<file path="src/rtl/sdram_master_arbiter.sv">
// Round-robin arbiter sharing one Avalon-MM SDRAM master port among N_REQ
// single-beat requesters. The grant is held for a whole transaction: issue,
// plus the read-data wait for reads. Every grant is followed by one IDLE cycle.
module sdram_master_arbiter #(
  parameter int N_REQ   = 6,
  parameter int TIMEOUT = 255
) (
  input  logic                 clk,
  input  logic                 rst_n,
  input  logic [N_REQ*32-1:0]  req_address,
  input  logic [N_REQ-1:0]     req_read,
  input  logic [N_REQ-1:0]     req_write,
  input  logic [N_REQ*32-1:0]  req_writedata,
  output logic [N_REQ-1:0]     req_waitrequest,
  output logic [31:0]          req_readdata,
  output logic [N_REQ-1:0]     req_readdatavalid,
  input  logic                 master_waitrequest,
  output logic [31:0]          master_address,
  output logic                 master_read,
  output logic                 master_write,
  output logic [31:0]          master_writedata,
  input  logic [31:0]          master_readdata,
  input  logic                 master_readdatavalid,
  output logic [7:0]           grant_id,
  output logic                 err_timeout
);

  localparam int IW = (N_REQ > 1) ? $clog2(N_REQ) : 1;
  localparam int TW = (TIMEOUT > 1) ? $clog2(TIMEOUT + 1) : 1;

  typedef enum logic [1:0] {IDLE, ISSUE_RD, WAIT_RDV, ISSUE_WR} state_e;

  state_e          state_q, state_d;
  logic [IW-1:0]   owner_q, owner_d;
  logic [IW-1:0]   rr_ptr_q, rr_ptr_d;
  logic [TW-1:0]   timer_q, timer_d;
  logic            err_q, err_d;

  logic [31:0]     addr_arr  [N_REQ];
  logic [31:0]     wdata_arr [N_REQ];
  logic [N_REQ-1:0] active;
  logic [IW-1:0]   rr_next;
  logic            found;
  logic [IW-1:0]   pick;
  logic [IW:0]     cand;

  for (genvar g = 0; g < N_REQ; g++) begin : g_unpack
    assign addr_arr[g]  = req_address[g*32 +: 32];
    assign wdata_arr[g] = req_writedata[g*32 +: 32];
  end

  // A requester asking for both a read and a write counts once; read wins later.
  assign active       = req_read | req_write;
  assign rr_next      = (owner_q == IW'(N_REQ - 1)) ? '0 : owner_q + IW'(1);
  assign req_readdata = master_readdata;
  assign err_timeout  = err_q;

  // Round-robin search: first active requester at or after rr_ptr, wrapping.
  always_comb begin
    // NOTE: every variable gets a default before any branch so no latch is inferred.
    found = 1'b0;
    pick  = rr_ptr_q;
    cand  = '0;
    for (int i = 0; i < N_REQ; i++) begin
      cand = {1'b0, rr_ptr_q} + (IW+1)'(i);
      if (cand >= (IW+1)'(N_REQ)) cand = cand - (IW+1)'(N_REQ);
      if (!found && active[cand[IW-1:0]]) begin
        found = 1'b1;
        pick  = cand[IW-1:0];
      end
    end
  end

  // Next-state and output decode; outputs hold their IDLE values unless granted.
  always_comb begin
    state_d           = state_q;
    owner_d           = owner_q;
    rr_ptr_d          = rr_ptr_q;
    timer_d           = timer_q;
    err_d             = err_q;
    master_read       = 1'b0;
    master_write      = 1'b0;
    master_address    = '1;
    master_writedata  = '0;
    req_waitrequest   = '1;
    req_readdatavalid = '0;
    grant_id          = 8'hFF;

    case (state_q)
      IDLE: begin
        if (found) begin
          owner_d = pick;
          state_d = req_read[pick] ? ISSUE_RD : ISSUE_WR;
        end
      end

      ISSUE_RD, ISSUE_WR: begin
        grant_id                 = 8'(owner_q);
        master_read              = (state_q == ISSUE_RD);
        master_write             = (state_q == ISSUE_WR);
        master_address           = addr_arr[owner_q];
        master_writedata         = wdata_arr[owner_q];
        req_waitrequest[owner_q] = master_waitrequest;
        if (!master_waitrequest) begin
          if (state_q == ISSUE_RD) begin
            state_d = WAIT_RDV;
            timer_d = '0;
          end else begin
            state_d  = IDLE;
            rr_ptr_d = rr_next;
          end
        end
      end

      WAIT_RDV: begin
        grant_id                   = 8'(owner_q);
        req_readdatavalid[owner_q] = master_readdatavalid;
        if (master_readdatavalid) begin
          state_d  = IDLE;
          rr_ptr_d = rr_next;
        end else if (timer_q == TW'(TIMEOUT - 1)) begin
          // Data never came back: free the port and flag it; the owner is left hanging.
          state_d  = IDLE;
          rr_ptr_d = rr_next;
          err_d    = 1'b1;
        end else begin
          timer_d = timer_q + TW'(1);
        end
      end

      default: state_d = IDLE;
    endcase
  end

  // State registers with asynchronous reset to the IDLE/no-error state.
  always_ff @(posedge clk or negedge rst_n) begin
    if (!rst_n) begin
      state_q  <= IDLE;
      owner_q  <= '0;
      rr_ptr_q <= '0;
      timer_q  <= '0;
      err_q    <= 1'b0;
    end else begin
      // NOTE: non-blocking assignments so all registers update together at the edge.
      state_q  <= state_d;
      owner_q  <= owner_d;
      rr_ptr_q <= rr_ptr_d;
      timer_q  <= timer_d;
      err_q    <= err_d;
    end
  end

endmodule

</file>
<file path="config.mk">
export PLATFORM = sky130hd
export DESIGN_NAME = sdram_master_arbiter
export DESIGN_NICKNAME = d
export VERILOG_FILES = /design/src/rtl/sdram_master_arbiter.sv
export SDC_FILE = /design/constraint.sdc
export NUM_CORES = 1
export LEC_CHECK = 0
export CORE_AREA = 2 2 211 213
export CTS_CLUSTER_DIAMETER = 200
export DETAILED_ROUTE_END_ITERATION = 8
export DIE_AREA = 0 0 213 215
export GPL_TIMING_DRIVEN = 0
export PLACE_DENSITY_LB_ADDON = 0.12
export SLEW_MARGIN = 0
export SYNTH_ARGS = -nofsm -noshare
export SYNTH_HDL_FRONTEND = slang
export SYNTH_SLANG_ARGS = --single-unit
</file>
<file path="constraint.sdc">
create_clock -name clk -period 5.8 [get_ports clk]
set_input_delay 1.16 -clock clk [delete_from_list [all_inputs] [get_ports clk]]
set_output_delay 1.16 -clock clk [all_outputs]
set_load 0.02 [all_outputs]
</file>
==> results.json <==
{
  "finalSetupViolCount": 0,
  "min_to": "err_timeout",
  "final_layout_size_suffix_gt1_share_pct": 11.0,
  "clock_latency_ps": 250,
  "drc_errors": 0,
  "drt-pass1-iter-count": 4,
  "hold_path_class": "reg -> reg",
  "synthDistinctLibCells": 67,
  "synth-edff-count": 0,
  "hpwlAfterDp_um": 35900,
  "yosysWarnings": 0,
  "drv_slew": 0,
  "die_height_um": 215,
  "critPathBufInv": 5,
  "cpMostUsedCell": "clkbuf_1",
  "crit_type": "reg -> out",
  "hold-path-cell-count": 1,
  "status": "complete, no violations",
  "syn_inst": 678,
  "timing.fmax_mhz": 189,
  "ys_seq_elements": 17,
  "dieWidth_um": 213,
  "cts_buffer_depth": 2,
  "coreArea_um2": 43600,
  "dpl_cell_area_um2": 11600,
  "fin_setup_tns_ps": 0,
  "cp-start-kind": "flop",
  "numCtsBuffers": 3,
  "r2r_cells": 15,
  "cts.sink_count": 17,
  "fin_nets": 1643,
  "place_congestion": 0.892,
  "slew_headroom_pct": 21.6,
  "grt_max_degree": 18,
  "routedWlPerCell_um": 22.9,
  "hold_slack_ps": 469,
  "cp.arrival_ps": 4140,
  "num_vias": 7609,
  "r2r_setup_slack_ps": 1040,
  "cap_violations": 0,
  "worst_setup_path_end_kind": "primary output",
  "grt_pass1_wl_um": 57100,
  "worst_pin_slew_ps": 1170,
  "ys_async_sr_fraction_pct": 100,
  "first_iter_violations": 275,
  "seq_area_frac_synth_pct": 7.46,
  "final_common_cell": "clkdlybuf4s50_1",
  "cts_tree": "built",
  "design_area_um2": 11700,
  "synth_nets": 1120,
  "start_util_pct": 13.1,
  "ys.flop_type": "dfrtp_1",
  "critPathTopFamily": "buffers and inverters",
  "cts_setup_buffers": 0,
  "grt_pass1_vias": 8066,
  "gr-usage-all-layers_pct": 17.3,
  "clockRootBuffer": "clkbuf_16",
  "ioPinCount": 551,
  "leakage_uw": 0.00442,
  "syn_area_per_cell_um2": 8.42,
  "rsz0062_at_grt": "no",
  "rows": 77,
  "critPathMaxFanout": 10,
  "antenna_found_initial": 13,
  "die-area_um2": 45800,
  "worstReg2RegEnd": "state_q[1]",
  "clk_pin_slew_ps": 50,
  "slowest_delay_ps": 910,
  "timing.rr.start": "rr_ptr_q[0]",
  "cp_slowest_cell": "buf_1",
  "period_share_pct": 91.4,
  "fin_crit_ps": 5300,
  "crit_required_ps": 4640,
  "finalWirelength_um": 41200,
  "via_per_inst": 4.23,
  "area_growth_pct": 106,
  "ant_nets": 0,
  "path_cells": "clkbuf_1 -> buf_2 -> buf_1 -> clkbuf_1 -> mux2i_1 -> o22ai_1 -> and2_1 -> clkdlybuf4s50_1",
  "grt-ovfl-total": 0,
  "final_cell_mix": "clkdlybuf4s50_1, inv_1, mux2i_1",
  "htree_levels": 1,
  "post_cts_resized": 0,
  "min-delay-start": "err_timeout",
  "finalHoldViolCount": 0,
  "final.setup_skew_ps": 6.96,
  "power.density_nw_per_um2": 454,
  "io_buffers": 518,
  "cts_hold_buf": 0,
  "syn-cell-area_um2": 5710,
  "ir_drop_uv": 191
}
worst register-to-register path, delay by kind of cell, from the launching register on:
family                   cells  cell delay [ps]
AO/OA/AOI/OAI                6             1900
buffers and inverters        6             1770
flip-flops                   1              480
adder cells (fa/ha/maj)      1              260
AND/OR/NAND/NOR              1              210
multiplexers                 1              100
per-layer routing:
metal	vias up	share of wire (%)	global-route usage, %
met4	6	1.3	2.66
met2	301	52	31.8
li1	3594	-	-
met3	26	8.0	4.62
met5	-	0.11	0
met1	3682	39	20.3
Yosys cell counts (3+ instances only):
cell type   n  area [µm²]
a211o_1     3        26.3
nand4_1     5        31.3
and2_1     35         219
o21a_1      4        30.0
a21oi_1    17        85.1
buf_2       7        35.0
mux4_2     66        1490
o221ai_1   33         289
nand3_1    13        65.1
nor3b_1     6        45.0
nor2_1     31         116
buf_1      13        48.8
a31oi_1     3        18.8
mux2i_1    68         681
inv_1      74         278
o22ai_1    34         213
and3_1      3        18.8
a32oi_1     3        26.3
o21ai_0    13        65.1
a21o_1      5        37.5
nor3_1     16        80.1
or2_2       6        37.5
dfrtp_1    17         425
buf_4      38         285
nand2_1    31         116
clkbuf_1   41         154
o21ai_1     5        25.0
nand2b_1    4        25.0
nor2b_1     9        56.3
a211oi_1   10        75.1
xnor2_1     7        61.3
mux2_2      4        45.0
ha_1       10         125
stage by stage:
step | cells | setup WS, ps | power (µW) | util (%)
floorplan | 678 | 2190 | 3240 | -
global placement | 1788 | 444 | 5290 | 26.7
detailed placement | 1788 | 419 | 5250 | 26.7
CTS | 1792 | 127 | 5420 | 26.8
global route | 1798 | 77.8 | 5780 | 26.9
finish | 1799 | 500 | 5330 | 26.9
registers in the layout, indices dropped and copies added (netlist names):
register and cells:
state_q 2, owner_q 3, err_timeout 1, timer_q 8, rr_ptr_q 3
worst max path at each step:
stage | start | endpoint | depth (start not counted)
after floorplan | rr_ptr_q[0] | state_q[1] | 15
after global placement | owner_q[0] | master_address[13] | 7
after detailed placement | owner_q[0] | master_address[13] | 7
after CTS | owner_q[0] | master_address[13] | 7
after global routing | owner_q[0] | master_writedata[2] | 8
final | owner_q[0] | master_writedata[2] | 8
report_power, final:
group | leakage [µW] | internal, µW | total (µW) | switching [µW]
Clock | 0.0000409 | 92.2 | 138 | 45.7
Sequential | 0.000220 | 157 | 200 | 42.9
Combinational | 0.00416 | 2200 | 4990 | 2790
final cells by class:
class	count	area (µm²)
Fill cell	4706	31900
Timing Repair Buffer	518	5180
Multi-Input combinational cell	485	4460
Tap cell	592	741
Buffer	101	547
Sequential cell	17	425
Inverter	75	282
Clock buffer	3	75.1
Antenna cell	7	17.5
Clock inverter	1	5.00
logic make-up after synthesis:
family | count (synthesis) | synth area share, %
compound gates | 155 | 19.5
xor+xnor | 9 | 1.38
fa+ha+maj | 10 | 2.19
buf+inv | 176 | 14.4
flops | 17 | 7.46
mux | 139 | 39.0
simple gates | 172 | 16.1
No activity file was read; power rests on OpenSTA's default activity.
